$ cat config.mk
export PLATFORM = sky130hd
export DESIGN_NAME = pipe_ctrl
export DESIGN_NICKNAME = d
export VERILOG_FILES = /design/src/rtl/pipe_ctrl.sv
export SDC_FILE = /design/constraint.sdc
export NUM_CORES = 1
export LEC_CHECK = 0
export CAP_MARGIN = 10
export CORE_MARGIN = 2
export CORE_UTILIZATION = 56
export DETAILED_ROUTE_END_ITERATION = 6
export DONT_BUFFER_PORTS = 1
export PLACE_DENSITY = 0.78
export SKIP_LAST_GASP = 1
export SLEW_MARGIN = 10
export SYNTH_ARGS = -nofsm -noshare
export SYNTH_HDL_FRONTEND = slang
export SYNTH_SLANG_ARGS = --single-unit
$ cat constraint.sdc
create_clock -name CLK -period 2.6 [get_ports CLK]
set_input_delay 0.39 -clock CLK [delete_from_list [all_inputs] [get_ports CLK]]
set_output_delay 0.39 -clock CLK [all_outputs]
set_load 0.01 [all_outputs]
$ cat src/rtl/pipe_ctrl.sv
// Pipeline hazard controller: load-use stalls, branch flushes, and a
// start/wait/drain handshake that freezes the pipe while a custom IP runs.
module pipe_ctrl #(
   parameter int IP_TIMEOUT = 64
) (
   input  logic        CLK,
   input  logic        RSTN,
   input  logic        MemRead_EX,
   input  logic [4:0]  rd_EX,
   input  logic [4:0]  rs1_ID,
   input  logic [4:0]  rs2_ID,
   input  logic        BranchTaken_EX,
   input  logic        IPOp_EX,
   input  logic        ip_done,
   output logic        stall_IF,
   output logic        stall_IFID,
   output logic        stall_IDEX,
   output logic        stall_EXMEM,
   output logic        flush_IFID,
   output logic        flush_IDEX,
   output logic        flush_MEMWB,
   output logic        ip_start,
   output logic        ip_capture,
   output logic        ip_timeout,
   output logic [1:0]  state,
   output logic [15:0] stall_cnt
);

   typedef enum logic [1:0] {
      S_RUN      = 2'b00,
      S_IP_START = 2'b01,
      S_IP_WAIT  = 2'b10,
      S_IP_DRAIN = 2'b11
   } state_t;

   localparam logic [15:0] TIMEOUT_LAST = 16'(IP_TIMEOUT - 1);

   state_t      r_state;
   state_t      w_next_state;
   state_t      w_dec_state;
   logic        r_pending;
   logic        r_timeout;
   logic [15:0] r_wait_cnt;
   logic [15:0] r_stall_cnt;
   logic        w_load_use;
   logic        w_done;
   logic        w_expire;

   assign w_load_use = MemRead_EX && (rd_EX != 5'd0) &&
                       ((rd_EX == rs1_ID) || (rd_EX == rs2_ID));
   assign w_done     = r_pending || ip_done;
   assign w_expire   = (r_wait_cnt == TIMEOUT_LAST) && !w_done;
   // While reset is held the stall/flush decode behaves as if already in RUN.
   assign w_dec_state = RSTN ? r_state : S_RUN;

   always_ff @(posedge CLK) begin
      if (!RSTN) begin
         r_state <= S_RUN;
      end else begin
         r_state <= w_next_state;
      end
   end

   always_comb begin
      w_next_state = r_state;
      case (r_state)
         S_RUN:      if (IPOp_EX) w_next_state = S_IP_START;
         S_IP_START: w_next_state = S_IP_WAIT;
         S_IP_WAIT:  if (w_done || w_expire) w_next_state = S_IP_DRAIN;
         S_IP_DRAIN: w_next_state = S_RUN;
         default:    w_next_state = S_RUN;
      endcase
   end

   always_comb begin
      stall_IF    = 1'b0;
      stall_IFID  = 1'b0;
      stall_IDEX  = 1'b0;
      stall_EXMEM = 1'b0;
      flush_IFID  = 1'b0;
      flush_IDEX  = 1'b0;
      flush_MEMWB = 1'b0;
      ip_start    = (r_state == S_IP_START);
      ip_capture  = (r_state == S_IP_DRAIN);
      case (w_dec_state)
         S_RUN: begin
            if (IPOp_EX) begin
               stall_IF    = 1'b1;
               stall_IFID  = 1'b1;
               stall_IDEX  = 1'b1;
               stall_EXMEM = 1'b1;
               flush_MEMWB = 1'b1;
            end else if (BranchTaken_EX) begin
               flush_IFID = 1'b1;
               flush_IDEX = 1'b1;
            end else if (w_load_use) begin
               stall_IF   = 1'b1;
               stall_IFID = 1'b1;
               flush_IDEX = 1'b1;
            end
         end
         S_IP_START, S_IP_WAIT: begin
            stall_IF    = 1'b1;
            stall_IFID  = 1'b1;
            stall_IDEX  = 1'b1;
            stall_EXMEM = 1'b1;
            flush_MEMWB = 1'b1;
         end
         default: ;
      endcase
   end

   // A done pulse that lands in IP_START is remembered so IP_WAIT lasts one cycle.
   always_ff @(posedge CLK) begin
      if (!RSTN) begin
         r_pending   <= 1'b0;
         r_timeout   <= 1'b0;
         r_wait_cnt  <= 16'd0;
         r_stall_cnt <= 16'd0;
      end else begin
         if (r_state == S_IP_START) begin
            r_wait_cnt <= 16'd0;
            r_pending  <= ip_done;
         end else if (r_state == S_IP_WAIT) begin
            r_wait_cnt <= r_wait_cnt + 16'd1;
            r_pending  <= 1'b0;
            if (w_expire) r_timeout <= 1'b1;
         end
         if (stall_IF && (r_stall_cnt != 16'hFFFF)) begin
            r_stall_cnt <= r_stall_cnt + 16'd1;
         end
      end
   end

   assign ip_timeout = r_timeout;
   assign state      = r_state;
   assign stall_cnt  = r_stall_cnt;

endmodule

# Word-level counts from Yosys, hierarchy flattened
# Cells that the tools add are included.
dict set report classes {
  n_addsub 2
  n_eq_ne 11
  mux 18
  bitwise_logic 2
  n_reduce_logical 16
}
# operator count
set ops {}
lappend ops {{$add A16 B1 Y16 const B} 2}
lappend ops {{$eq A16 B6 Y1 const B} 1}
lappend ops {{$ne A16 B16 Y1 const B} 1}
lappend ops {{$mux W1} 12}
lappend ops {{$eq A5 B5 Y1} 2}
lappend ops {{$pmux W2 S4} 1}
lappend ops {{$eq A2 B2 Y1 const B} 3}
lappend ops {{$mux W2} 3}
lappend ops {{$reduce_bool A5 Y1} 1}
lappend ops {{$eq A2 B1 Y1 const B} 2}
lappend ops {{$logic_and A1 B1 Y1} 4}
lappend ops {{$logic_not A2 Y1} 2}
lappend ops {{$ne A2 B2 Y1 const B} 2}
lappend ops {{$pmux W1 S2} 2}
lappend ops {{$reduce_or A2 Y1} 2}
lappend ops {{$logic_or A1 B1 Y1} 3}
lappend ops {{$reduce_and A3 Y1} 1}
lappend ops {{$not A1 Y1} 2}
lappend ops {{$reduce_and A2 Y1} 1}
lappend ops {{$reduce_bool A2 Y1} 1}
lappend ops {{$logic_not A1 Y1} 1}
dict set report word_totals {
  register_bits 36
  inputBits 21
}

# Depth between registers and ports, before layout
dict set report logic_depth {
  depth_word 8
  depth_mapped 12
  depth_no_buf 9
}

# Worst setup path after synthesis
# Ideal clock, no wire load.
dict set report synth_timing {
  kind {input-to-output}
  start {in RSTN}
  end {out stall_IFID}
  arrival_ps 2258
  t_required_ps 2210
  setup_slack_ps -48
  stages 11
  n_path_buf 4
  cell_sequence {clkbuf_1 > buf_1 > nand2_1 > ha_1 > a21oi_1 > nor2_1 > inv_1 > o31a_1 > buf_6 > inv_1 > buf_4}
}
dict set report synth_between {
  elab_chain_cells 4
  word_cells_on_any_way 6
  classes_between {2 x eq/ne; 2 x mux; 2 x reduce/logical}
}
# element line
set synth_rtl {}
lappend synth_rtl {{from (decl)} 7} ;# input logic RSTN,
lappend synth_rtl {{$mux W2 *} 54} ;# assign w_dec_state = RSTN ? r_state : S_RUN;
lappend synth_rtl {{$eq A2 B1 Y1 or $eq A2 B2 Y1 (tied branches)} --}
lappend synth_rtl {{$reduce_or A2 Y1} --}
lappend synth_rtl {{$pmux W1 S2 *} --}
lappend synth_rtl {{to (decl)} 16} ;# output logic stall_IFID,
# Every way passes the cells marked *; elsewhere a longest branch is shown, timed or not.

# Worst setup path after layout
dict set report layout_timing {
  start {reg r_state[1] (netlist: state[1])}
  end {out stall_IF}
}
dict set report layout_between {
  elab_chain_cells 4
  word_cells_on_any_way 6
  classes_between {2 x eq/ne; 2 x mux; 2 x reduce/logical}
}
# element line
set layout_rtl {}
lappend layout_rtl {{from (decl)} 38} ;# state_t r_state;
lappend layout_rtl {{from (signal assigned)} 60} ;# r_state <= w_next_state;
lappend layout_rtl {{$mux W2 *} 54}
lappend layout_rtl {{$eq A2 B1 Y1 or $eq A2 B2 Y1 (tied branches)} 85} ;# case (w_dec_state)
lappend layout_rtl {{$reduce_or A2 Y1} 85}
lappend layout_rtl {{$pmux W1 S2 *} 85}
lappend layout_rtl {{to (decl)} 15} ;# output logic stall_IF,
# Marks and branches as above.

==> metrics.cfg <==
[run_status]
run_status = finished clean

[global_route]
global_route.overflow_total = 0
maximum_number_of_pins_on_one_net_before_global_route_repair = 25
grt_pass1_wl_um = 6760
grt_overall_usage = 0.209
initial_antenna_violation_count = 0
number_of_global_route_vias_before_repair = 1543

[layout]
final.fill_count = 322
n_antenna_cell = 0
synthesis_to_finish_area_growth_pct = 4.23
drive_gt1_frac = 0.0653
final_util = 0.622
nets = 274
finalNonFillerCells = 291

[detailed_routing]
route.vias.total = 1695
vias_per_cell = 5.82
detail_route.first_pass.iterations = 5
finalWirelength_um = 3960
ant_nets = 0
first_iter_violations = 93
drcViolationCount = 0
avgRoutedWirePerCell_um = 13.6

[place]
hpwlAfterDp_um = 2890
dpl_worst_slack_ns = 0.467
portBuffers = 0
gp_routability_congestion = 0.766
placedCellCount = 283

[timing]
skew_ns = 0.00906
post-route-worst-setup-slack_ns = 0.403
post-route-min-period_ns = 2.20
tightestPinTransition_ns = 0.625
fmax_mhz = 455
finalSetupTns_ns = 0
setup_violations = 0
timing.final.hold_violations = 0
timing.final.max_slew_violations = 0
fin_crit_sh = 0.845
grt_setup_unrepaired = false
relative_slew_margins = 0.583

[setup_path]
cp_num_buf_inv = 2
timing.critical_path.from = state[1]
critical_path_depth = 7
path_delay_family = flip-flops
cp_cell_sequence = nand2_1 -> inv_1 -> ha_1 -> nor2_1 -> nand2_1 -> o31a_1 -> inv_1
critical_path.endpoint = stall_IF
arrival_ns = 1.81
crit-reg2reg-capture = stall_cnt[13]
critical-path-max-stage-delay_ns = 0.40
r2r-start = state[1]
crit_end_category = primary output
cp_max_fo = 8
timing.reg2reg.worst_path_depth = 9
crit_path_top_delay_cell = sky130_fd_sc_hd__dfxtp_1
critPathLaunchType = flip-flop
criticalPathCategory = flip-flop to primary output
reg2reg_slack_ns = 0.48
cp.required_ns = 2.21

[die]
fp.coreArea_um2 = 3420
io-pin-count = 49
die-height_um = 64.4
dieWidth_um = 64.4
dieArea_um2 = 4140
core.rowCount = 21
floorplan.initialDensity = 0.597

[cts]
worst_setup_hold_path_clk_slew_ns = 0.11
post_cts_buffers = 0
cts_buffer_depth = 2
htree_num_levels = 2
post_cts_repair_resize_count = 0
clock-sinks = 36
cts_hold_buffers = 0
clk_latency_ns = 0.34
cts_root_buffer = sky130_fd_sc_hd__clkbuf_4
cts_made_buffers = 5
tritoncts = done

[synthesis]
synthesis.instances = 244
syn_nets = 274
synth_enable_flop_cells = 0
synth_area_um2 = 2040
synth_top_cells_by_area = sky130_fd_sc_hd__dfxtp_1, sky130_fd_sc_hd__xor2_1, sky130_fd_sc_hd__ha_1
asyncSetResetFlopFracSynth = 0
synth.most_common_cell = sky130_fd_sc_hd__dfxtp_1
postSynth.topFlopCell = sky130_fd_sc_hd__dfxtp_1
yosysWarnings = 0
synth_top_cells_by_count = sky130_fd_sc_hd__dfxtp_1, sky130_fd_sc_hd__nor2_1, sky130_fd_sc_hd__nand2_1
yosys_register_bits = 36
synth-seq-area-share = 0.353
synth.lib_cells_used.distinct = 38
post-synth-top-area-fraction = 0.353
synth_largest_area_cell = sky130_fd_sc_hd__dfxtp_1
postSynthAreaPerCell_um2 = 8.36

[run]
drv_cap = 0

[min_path]
hp-class = input pin to flip-flop

[pwr]
vdd_drop_max_mv = 0.304
p_leak_nw = 0.789
powerDensity_nw_per_um2 = 657
total_power_mw = 1.40

-- worst reg2reg max path: cells and delay by family, from the launching register on --
family          cells  cell delay, ns
fa+ha+maj           1            0.18
simple gates        4            0.77
compound gates      2            0.47
buf+inv             2            0.23
flops               1            0.40
-- area by class of cell --
class | count | area, µm² | share of cell area
flip-flops and latches | 36 | 721 | 0.339
multi-input cells | 190 | 1230 | 0.579
clock buffers | 6 | 51.3 | 0.0241
clock inverters | 2 | 10.0 | 0.00471
inverters | 7 | 26.3 | 0.0124
well taps | 46 | 57.6 | 0.0271
repair buffers | 4 | 30.0 | 0.0141
-- cell usage in the layout, fill, tap and decap left out, drive strengths merged, types with 2 or more instances in the layout --
| cell type | synthesis | layout |
|---|---|---|
| dfxtp | 36 | 36 |
| nand2b | 12 | 12 |
| nand4 | 8 | 8 |
| o41ai | 2 | 2 |
| nor3 | 5 | 5 |
| mux2i | 9 | 9 |
| and3 | 7 | 7 |
| nor2 | 28 | 28 |
| and4 | 3 | 3 |
| buf | 7 | 4 |
| xnor2 | 3 | 3 |
| nor4 | 6 | 6 |
| or3 | 4 | 4 |
| inv | 6 | 6 |
| or4 | 4 | 4 |
| nor2b | 2 | 2 |
| clkbuf | 4 | 6 |
| nand3 | 14 | 14 |
| o21ai | 5 | 5 |
| a21oi | 12 | 12 |
| o311ai | 2 | 2 |
| clkinv | 1 | 3 |
| nor3b | 4 | 4 |
| xor2 | 20 | 20 |
| ha | 9 | 9 |
| o31ai | 3 | 3 |
| nand2 | 22 | 22 |
-- power breakdown --
| part | total [mW] | switching [mW] | internal, mW |
|---|---|---|---|
| Sequential | 0.635 | 0.0460 | 0.589 |
| Combinational | 0.446 | 0.284 | 0.163 |
| Clock | 0.315 | 0.186 | 0.129 |
-- state kept, by name (all words and copies together), names as in the netlist --
register,cells
ip_timeout,1
r_pending,1
r_wait_cnt,16
stall_cnt,16
state,2
-- stage by stage --
stage,hold slack (ns),area (µm²)
floorplan,0.446,2040
global placement,0.457,2060
detailed placement,0.459,2060
CTS,0.158,2130
global route,0.164,2130
finish,0.179,2130
-- logic make-up (layout without fill, tap and decap cells) --
family	after synthesis	count (layout)	synth area share
xor gates and xnor gates	23	23	0.0988
adders and majority gates	9	9	0.0552
and+or+nand+nor	122	122	0.323
DFF	36	36	0.353
AOI/OAI and AO/OA	27	27	0.0822
muxes	9	9	0.0442
buffers and inverters	18	19	0.0436
-- per-layer routing --
| layer | vias up | wire [µm] | global-route usage |
|---|---|---|---|
| met5 | - | 0 | 0 |
| li1 | 857 | - | - |
| met1 | 766 | 1800 | 0.266 |
| met4 | 0 | 73 | 0.0984 |
| met3 | 7 | 358 | 0.0775 |
| met2 | 65 | 1720 | 0.313 |
-- worst min-delay path by stage --
stage,from,to,slack (ns),cells after the start
2_1_floorplan,r_pending,r_pending,0.45,2
3_3_place_gp,r_pending,r_pending,0.46,2
3_5_place_dp,r_pending,r_pending,0.46,2
4_1_cts,RSTN,stall_cnt[3],0.16,2
5_1_grt,RSTN,stall_cnt[8],0.16,2
6_report,RSTN,stall_cnt[3],0.18,2
Note: power is estimated with default switching activity, not from simulation.
